`src/rtl/mux_arbiter32_pkg.sv`:
```
// Shared constants and FSM encoding for the 32-way round-robin grant arbiter.
package mux_arbiter32_pkg;

    localparam int unsigned N_REQ  = 32;
    localparam int unsigned SEL_W  = 5;
    localparam int unsigned HOLD_W = 8;

    typedef enum logic {
        IDLE = 1'b0,
        BUSY = 1'b1
    } state_t;

endpackage

```
`src/rtl/mux_arbiter32_decoder5to32.sv`:
```
// Plain 5-to-32 one-hot address decoder.
module decoder5to32
    import mux_arbiter32_pkg::*;
(
    input  logic [SEL_W-1:0] addr_i,
    output logic [N_REQ-1:0] dec_o
);

    always_comb begin
        dec_o = '0;
        dec_o[addr_i] = 1'b1;
    end

endmodule

```
`src/rtl/mux_arbiter32_rr_pick32.sv`:
```
// Combinational round-robin search: first set request at or above ptr_i, wrapping.
module rr_pick32
    import mux_arbiter32_pkg::*;
(
    input  logic [N_REQ-1:0] req_i,
    input  logic [SEL_W-1:0] ptr_i,
    output logic [SEL_W-1:0] win_o,
    output logic             any_o
);

    logic             found;
    logic [SEL_W-1:0] idx;

    always_comb begin
        win_o = '0;
        found = 1'b0;
        idx   = '0;
        for (int unsigned i = 0; i < N_REQ; i++) begin
            // 5-bit addition wraps 31 -> 0 for free
            idx = ptr_i + SEL_W'(i);
            if (!found && req_i[idx]) begin
                win_o = idx;
                found = 1'b1;
            end
        end
        any_o = |req_i;
    end

endmodule

```
`src/rtl/mux_arbiter32.sv`:
```
// 32-requester round-robin arbiter with a bounded hold time and timeout pulse.
module mux_arbiter32
    import mux_arbiter32_pkg::*;
#(
    parameter int unsigned MAX_HOLD = 16
) (
    input  logic             clk,
    input  logic             reset,
    input  logic [N_REQ-1:0] REQ,
    input  logic             DONE,
    output logic [N_REQ-1:0] GNT,
    output logic [SEL_W-1:0] S,
    output logic             VALID,
    output logic             TOUT
);

    localparam logic [HOLD_W-1:0] HOLD_LAST = HOLD_W'(MAX_HOLD - 1);

    state_t            state_q, state_d;
    logic [SEL_W-1:0]  ptr_q, ptr_d;
    logic [SEL_W-1:0]  s_q, s_d;
    logic [HOLD_W-1:0] cnt_q, cnt_d;
    logic              tout_q, tout_d;

    logic [SEL_W-1:0]  win;
    logic              any_req;
    logic [N_REQ-1:0]  dec;
    logic              hold_hit;

    rr_pick32 u_pick (
        .req_i (REQ),
        .ptr_i (ptr_q),
        .win_o (win),
        .any_o (any_req)
    );

    decoder5to32 u_dec (
        .addr_i (s_q),
        .dec_o  (dec)
    );

    assign hold_hit = (cnt_q == HOLD_LAST);

    always_comb begin
        state_d = state_q;
        ptr_d   = ptr_q;
        s_d     = s_q;
        cnt_d   = cnt_q;
        tout_d  = 1'b0;
        case (state_q)
            IDLE: begin
                if (any_req) begin
                    state_d = BUSY;
                    s_d     = win;
                    ptr_d   = win + SEL_W'(1);
                    cnt_d   = '0;
                end
            end
            BUSY: begin
                if (DONE || !REQ[s_q] || hold_hit) begin
                    state_d = IDLE;
                    // DONE or a dropped request wins over the counter
                    tout_d  = hold_hit && !DONE && REQ[s_q];
                end else if (!hold_hit) begin
                    cnt_d = cnt_q + HOLD_W'(1);
                end
            end
            default: state_d = IDLE;
        endcase
    end

    always_ff @(posedge clk or posedge reset) begin
        if (reset) begin
            state_q <= IDLE;
            ptr_q   <= '0;
            s_q     <= '0;
            cnt_q   <= '0;
            tout_q  <= 1'b0;
        end else begin
            state_q <= state_d;
            ptr_q   <= ptr_d;
            s_q     <= s_d;
            cnt_q   <= cnt_d;
            tout_q  <= tout_d;
        end
    end

    assign VALID = (state_q == BUSY);
    assign S     = s_q;
    assign GNT   = dec & {N_REQ{VALID}};
    assign TOUT  = tout_q;

endmodule

```
`config.mk`:
```
export PLATFORM = sky130hd
export DESIGN_NAME = mux_arbiter32
export DESIGN_NICKNAME = d
export VERILOG_FILES = /design/src/rtl/mux_arbiter32_pkg.sv /design/src/rtl/mux_arbiter32_decoder5to32.sv /design/src/rtl/mux_arbiter32_rr_pick32.sv /design/src/rtl/mux_arbiter32.sv
export SDC_FILE = /design/constraint.sdc
export NUM_CORES = 1
export LEC_CHECK = 0
export CORE_MARGIN = 5
export CORE_UTILIZATION = 40
export DETAILED_ROUTE_END_ITERATION = 6
export PLACE_DENSITY_LB_ADDON = 0.08
export SKIP_CTS_REPAIR_TIMING = 1
export SLEW_MARGIN = 20
export SYNTH_ARGS = -nofsm -noshare
export SYNTH_HDL_FRONTEND = slang
export SYNTH_SLANG_ARGS = --single-unit
```
`constraint.sdc`:
```
create_clock -name clk -period 6.2 [get_ports clk]
set_input_delay 1.24 -clock clk [delete_from_list [all_inputs] [get_ports clk]]
set_output_delay 1.24 -clock clk [all_outputs]
set_load 0.02 [all_outputs]
```
== Word level (Yosys, flattened, before mapping) ==
Index checks and enable logic that the tools add are counted.
Operators by class
  add/subtract/negate cells: 33
  multiply operators: 0
  divide/modulo/power cells: 0
  magnitude comparators: 34
  eq/ne operators: 4
  shift-type cells: 0
  mux-type cells: 140
  bitwise gates (word level): 2
  reductions and logical operators: 72
Operators by type and width (count)
  $lt A5 B6 Y1 const B: 33
  $bmux W1 S5: 33
  $mux W5: 32
  $add A5 B5 Y5 const B: 16
  $mux W1: 69
  $add A5 B4 Y5 const B: 8
  $logic_and A1 B1 Y1: 34
  $logic_not A1 Y1: 33
  $and A32 B32 Y32: 1
  $reduce_or A32 Y1: 1
  $mux W8: 3
  $add A5 B3 Y5 const B: 4
  $pmux W8 S2: 1
  $add A5 B1 Y5 const B: 2
  $add A5 B2 Y5 const B: 2
  $add A8 B1 Y8 const B: 1
  $eq A8 B4 Y1 const B: 1
  $ne A2 B2 Y1 const B: 3
  $demux W1 S5: 1
  $ge A5 B1 Y1 const B: 1
  $reduce_and A3 Y1: 1
  $logic_or A1 B1 Y1: 2
  $pmux W1 S2: 1
  $reduce_and A2 Y1: 1
  $not A1 Y1: 1
Word-level totals
  flip-flop bits (word level): 20
  bits in latches: 0
  memory bits (writable): 0
  ROM bits: 0
  bits of input ports: 35
  output and inout port bits: 39
  word-level logic and storage cells: 290
  memories: 0

== Logic depth before layout (Yosys ltp) ==
  depth after elaboration: 97
  mapped depth: 29

== Modules after synthesis ==
Synthesis repeated with hierarchy kept, for this count alone.
Second synthesis, totals
  cell total of the unflattened synthesis: 861
  area total of the unflattened synthesis: 7388.3 µm²
Modules (own cells, without submodules)
  rr_pick32: times used 1, cells each 666, area each 5705.5 µm²
  mux_arbiter32: times used 1, cells each 148, area each 1468.9 µm²
  decoder5to32: times used 1, cells each 47, area each 214.0 µm²

== Worst setup path after synthesis ==
OpenSTA, ideal clock, no wires.
  kind: register to register
  start point: register ptr_q[1]
  end point: register ptr_q[1]
  library setup time: 0.125 ns
  arrival time: 6.652 ns
  data required time: 6.075 ns
  slack: -0.577 ns
  stages on the path, launching flop included: 26
  buffers on the path: 10
  period minus slack after synthesis: 6.777 ns
  cells stage by stage: dfrtp_1 > buf_6 > buf_12 > buf_8 > buf_2 > buf_2 > clkbuf_1 > clkinv_1 > ha_1 > buf_6 > mux4_1 > mux2_2 > mux4_2 > buf_6 > nand2b_4 > or4_4 > buf_6 > or4_4 > buf_6 > or2_4 > and2_4 > o221a_1 > a21oi_2 > nor2_2 > ha_1 > mux2_2
On the way
  longest elaborated chain between the ends: 97
  elaborated cells between the ends (all ways): 221
  those cells by class: add/sub: 32; mux: 127; reduce/logical: 62
Ends and longest elaborated chain
  from (decl): line mux_arbiter32.sv:20  | logic [SEL_W-1:0] ptr_q, ptr_d;
  from (signal assigned): line mux_arbiter32.sv:81  | ptr_q <= ptr_d;
  parallel branches: the longest is 95 deep, another holds $add A5 B1 Y5
  $mux W5 *: line mux_arbiter32_rr_pick32.sv:21  | if (!found && req_i[idx]) begin
  named net u_pick.win_o[1]: line mux_arbiter32_rr_pick32.sv:7  | output logic [SEL_W-1:0] win_o,
  $add A5 B1 Y5 *: line mux_arbiter32.sv:55  | ptr_d = win + SEL_W'(1);
Mark *: on every way through the listed nets, which the timed path passes. The select of a mux whose other input is x is not followed.
A chain may end at the register's enable or synchronous reset.

== Final worst setup path ==
  start point: input port REQ[29]
  end point: register ptr_q[1]
On the way
  longest elaborated chain between the ends: 97
  elaborated cells between the ends (all ways): 192
  those cells by class: add/sub: 1; mux: 127; reduce/logical: 64
Ends and longest elaborated chain
  from (decl): line mux_arbiter32.sv:9  | input logic [N_REQ-1:0] REQ,
  $bmux W1 S5: line mux_arbiter32_rr_pick32.sv:21
  $mux W1 (implied by the code): line mux_arbiter32_rr_pick32.sv:21
  $mux W1: line mux_arbiter32_rr_pick32.sv:21
  $logic_not A1 Y1: line mux_arbiter32_rr_pick32.sv:21
  $logic_and A1 B1 Y1: line mux_arbiter32_rr_pick32.sv:21
  $mux W1: line mux_arbiter32_rr_pick32.sv:21
  $logic_not A1 Y1: line mux_arbiter32_rr_pick32.sv:21
  $logic_and A1 B1 Y1: line mux_arbiter32_rr_pick32.sv:21
  [... 82 more ...]
  $logic_not A1 Y1: line mux_arbiter32_rr_pick32.sv:21
  $logic_and A1 B1 Y1: line mux_arbiter32_rr_pick32.sv:21
  $mux W1: line mux_arbiter32_rr_pick32.sv:21
  $logic_not A1 Y1: line mux_arbiter32_rr_pick32.sv:21
  $logic_and A1 B1 Y1: line mux_arbiter32_rr_pick32.sv:21
  $mux W5 *: line mux_arbiter32_rr_pick32.sv:21
  named net u_pick.win_o[0]: line mux_arbiter32_rr_pick32.sv:7
  $add A5 B1 Y5 *: line mux_arbiter32.sv:55
The timed path passes the listed nets; every way through them passes the cells marked *. The select of a mux whose other input is x is not followed.

==> summary.md <==
| Metric | Value |
|---|---|
| Post-DRT Antenna Nets | `0` |
| Die boundary width | `150.6 um` |
| Routed WL | `35.56 mm` |
| Htree depth | `1` |
| Cells along the critical path | `clkdlybuf4s50_1 -> mux2_2 -> mux4_2 -> and3_1 -> nor4_2 -> buf_4 -> o21ai_0 -> nand2_1 -> nand2_1 -> a2111oi_0 -> buf_4 -> o2111ai_1 -> o31a_2 -> ha_1 -> mux2_2` |
| Setup repair after global routing missed its margin | `no` |
| WP data required | `6340 ps` |
| Clock latency reported for the late side of the worst-skew pair | `260 ps` |
| Effective utilization at floorplan | `0.4063` |
| Slew at the pin with the worst max-slew slack | `1022 ps` |
| Total via count after detailed routing | `8982` |
| Pin count of the biggest net entering global routing | `60` |
| CTS Buffer Depth | `2` |
| Wire per inst | `26.24 um` |
| Library cells used by synthesis | `92` |
| Cell row count | `about 50` |
| Area share of xor/xnor cells in the synthesized design | `0.04415` |
| Number of synthesized flops with an enable pin | `0` |
| Final count of pins violating max slew | `0` |
| Kind of path behind the tightest hold check | `reg2reg` |
| Kind of launch point of the worst setup path | `primary input` |
| Final critical path time including I/O delays and setup | `5915 ps` |
| Run status | `complete, no violations` |
| Share of the synthesized area in compound gates (AO/OA/AOI/OAI) | `0.2082` |
| DRC Markers | `0` |
| Worst EP arrival | `a little over 6000 ps` |
| Number of diodes | `0` |
| Yosys warning count | `0` |
| Relative max-transition margin | `0.3011` |
| Syn Inst Count | `roughly 960` |
| Portion of netlist area occupied by mux cells | `0.3593` |
| Layout cell share with drive strength beyond 1 | `0.2394` |
| Reg-to-reg critical path startpoint | `ptr_q[1]` |
| Max frequency | `0.1691 GHz` |
| Worst slack on hold paths | `roughly 500 ps` |
| Vias in the first global route | `8659` |
| Main combinational cell family by area after synthesis | `multiplexers` |
| Net count of the mapped netlist | `1012` |
| Netlist area before placement | `7908 um^2` |
| Clock tree from TritonCTS | `built` |
| Clock tree root buffer cell | `clkbuf_16` |
| Final clock skew | `6.175 ps` |
| Period Utilization, post-route | `0.9540` |
| Overall global routing resource usage | `0.3118` |
| Portion of the post-synthesis area used by sequential elements | `0.06329` |
| Clock slew at the register clock pins of the worst setup and hold paths | `60 ps` |
| Aggregate global routing overflow | `0` |
| Launch point of the worst hold path | `cnt_q[0]` |
| Port Buffer Count | `73` |
| Post-Place Cells | `1351` |
| Setup_tns | `0 ps` |
| Register-to-register setup slack | `about 480 ps` |
| Die Ht | `150.6 um` |
| Highest net fanout along the worst path | `8` |
| Final-stage net count | `1140` |
| I/O pin total | `74` |
| Overall die area | `22680 um^2` |
| Signed area change from the synthesized netlist to the final layout | `21.30%` |
| Worst path max stage delay | `830 ps` |
| Critical Path Start | `REQ[29]` |
| Number of clock buffers inserted by TritonCTS | `3` |
| Worst setup slack after placement | `between 100 and 150 ps` |
| Avg Synthesized Cell Area | `8.211 um^2` |
| First-pass detailed-route iteration total | `5` |
| Sink count of the clock tree | `20` |
| Critical path class | `in2reg` |
| Number of antenna violations at the first check in global routing | `0` |
| Half-perimeter wire length after detailed placement | `around 29 mm` |
| Per-cell via count in the routed design | `between 6 and 7` |
| Core area | `19460 um^2` |
| Critical-path top delay cell | `a2111oi_0` |
| First-pass GRT wire length | `around 54 mm` |
| Number of maximum-capacitance constraint violations | `0` |
| Ys flop type | `dfrtp_1` |
| Final Hold Vio Count | `0` |
| Simple-gate area share of the yosys netlist | `0.2416` |
| First-iteration detailed-routing DRC count | `slightly below 900` |
| Proportion of synthesized flip-flops having asynchronous set or reset | `1.000` |
| Routability Congestion | `1.034` |
| Finish-stage setup viols | `0` |
| Fraction of the mapped netlist area in adder cells | `0.02215` |
| Flops & latches, synth | `20` |
| Worst Slack Setup Final | `between 200 and 300 ps` |
| Worst Setup End Kind | `flop` |
| Non-filler cells in the finished layout | `1355` |
## kinds of logic (layout without fill, tap and decap cells)
logic type,after synthesis,after routing
compound gates,237,237
xor+xnor,39,39
fa+ha+maj,14,14
buf+inv,94,221
flops,20,20
mux,185,185
simple gates,374,374
## through the flow
stage | cell area [um^2] | util
after floorplan | 7916 | -
after global placement | 9487 | 0.4874
after detailed placement | 9487 | 0.4874
after CTS | 9592 | 0.4928
after global routing | 9592 | 0.4928
final | 9592 | 0.4928
## final timing paths
path | endpoint | cells past startpoint
worst max register to register | ptr_q[4] | 20
worst max-delay path | ptr_q[1] | 15
worst min-delay path | cnt_q[0] | 1
max in group asynchronous | ptr_q[1] | 2
min in group asynchronous | cnt_q[6] | 2
worst min register to register | cnt_q[0] | 1
## critical path: cells and delay by family
| family | cells | cell delay, ps |
|---|---|---|
| AO/OA/AOI/OAI | 4 | 1360 |
| multiplexers | 3 | 1200 |
| buffers and inverters | 3 | 1050 |
| AND/OR/NAND/NOR | 4 | 890 |
| adder cells (fa/ha/maj) | 1 | 300 |
## cells in the mapped netlist, types with 20 or more instances
library cell | count | area share
mux2_2 | 50 | 0.071
nor3_1 | 34 | 0.022
o21ai_0 | 32 | 0.020
mux2i_1 | 63 | 0.080
nand2_1 | 85 | 0.040
inv_1 | 28 | 0.013
a21oi_1 | 49 | 0.031
clkbuf_1 | 34 | 0.016
mux4_2 | 61 | 0.17
nand3_1 | 27 | 0.017
nor2_1 | 106 | 0.050
dfrtp_1 | 20 | 0.063
xnor2_1 | 30 | 0.033
## metal layers
metal	GRT usage	vias to the layer above	part of all wire
met3	0.03883	89	0.079
met5	0	-	0
li1	-	4015	-
met1	0.4410	4361	0.43
met4	0.1197	0	0.049
met2	0.4858	517	0.44
## cell type report
class	instances	area [um^2]
fill	1926	9871
multi-input combinational	849	6908
timing repair buffer	187	1624
sequential	20	505.5
tap	265	331.6
inverter	30	117.6
clock buffer	3	75.07
clock inverter	1	30.03
## registers in the layout (all words and copies together), names as in the netlist
signal / count
S: 5
cnt_q: 8
TOUT: 1
VALID: 1
ptr_q: 5
## cell usage in the layout, fill, tap and decap left out, types with 27 or more instances in the layout
cell type and count:
a21oi_1 49, buf_4 111, clkdlybuf4s50_1 73, inv_1 28
mux2_2 50, mux2i_1 63, mux4_2 66, nand2_1 85
nand3_1 27, nor2_1 106, nor3_1 34, o21ai_0 32
xnor2_1 30
Power is left out: the tool's default activity adds up to more than one toggle a clock period on the data nets, which glitch-free logic cannot reach.
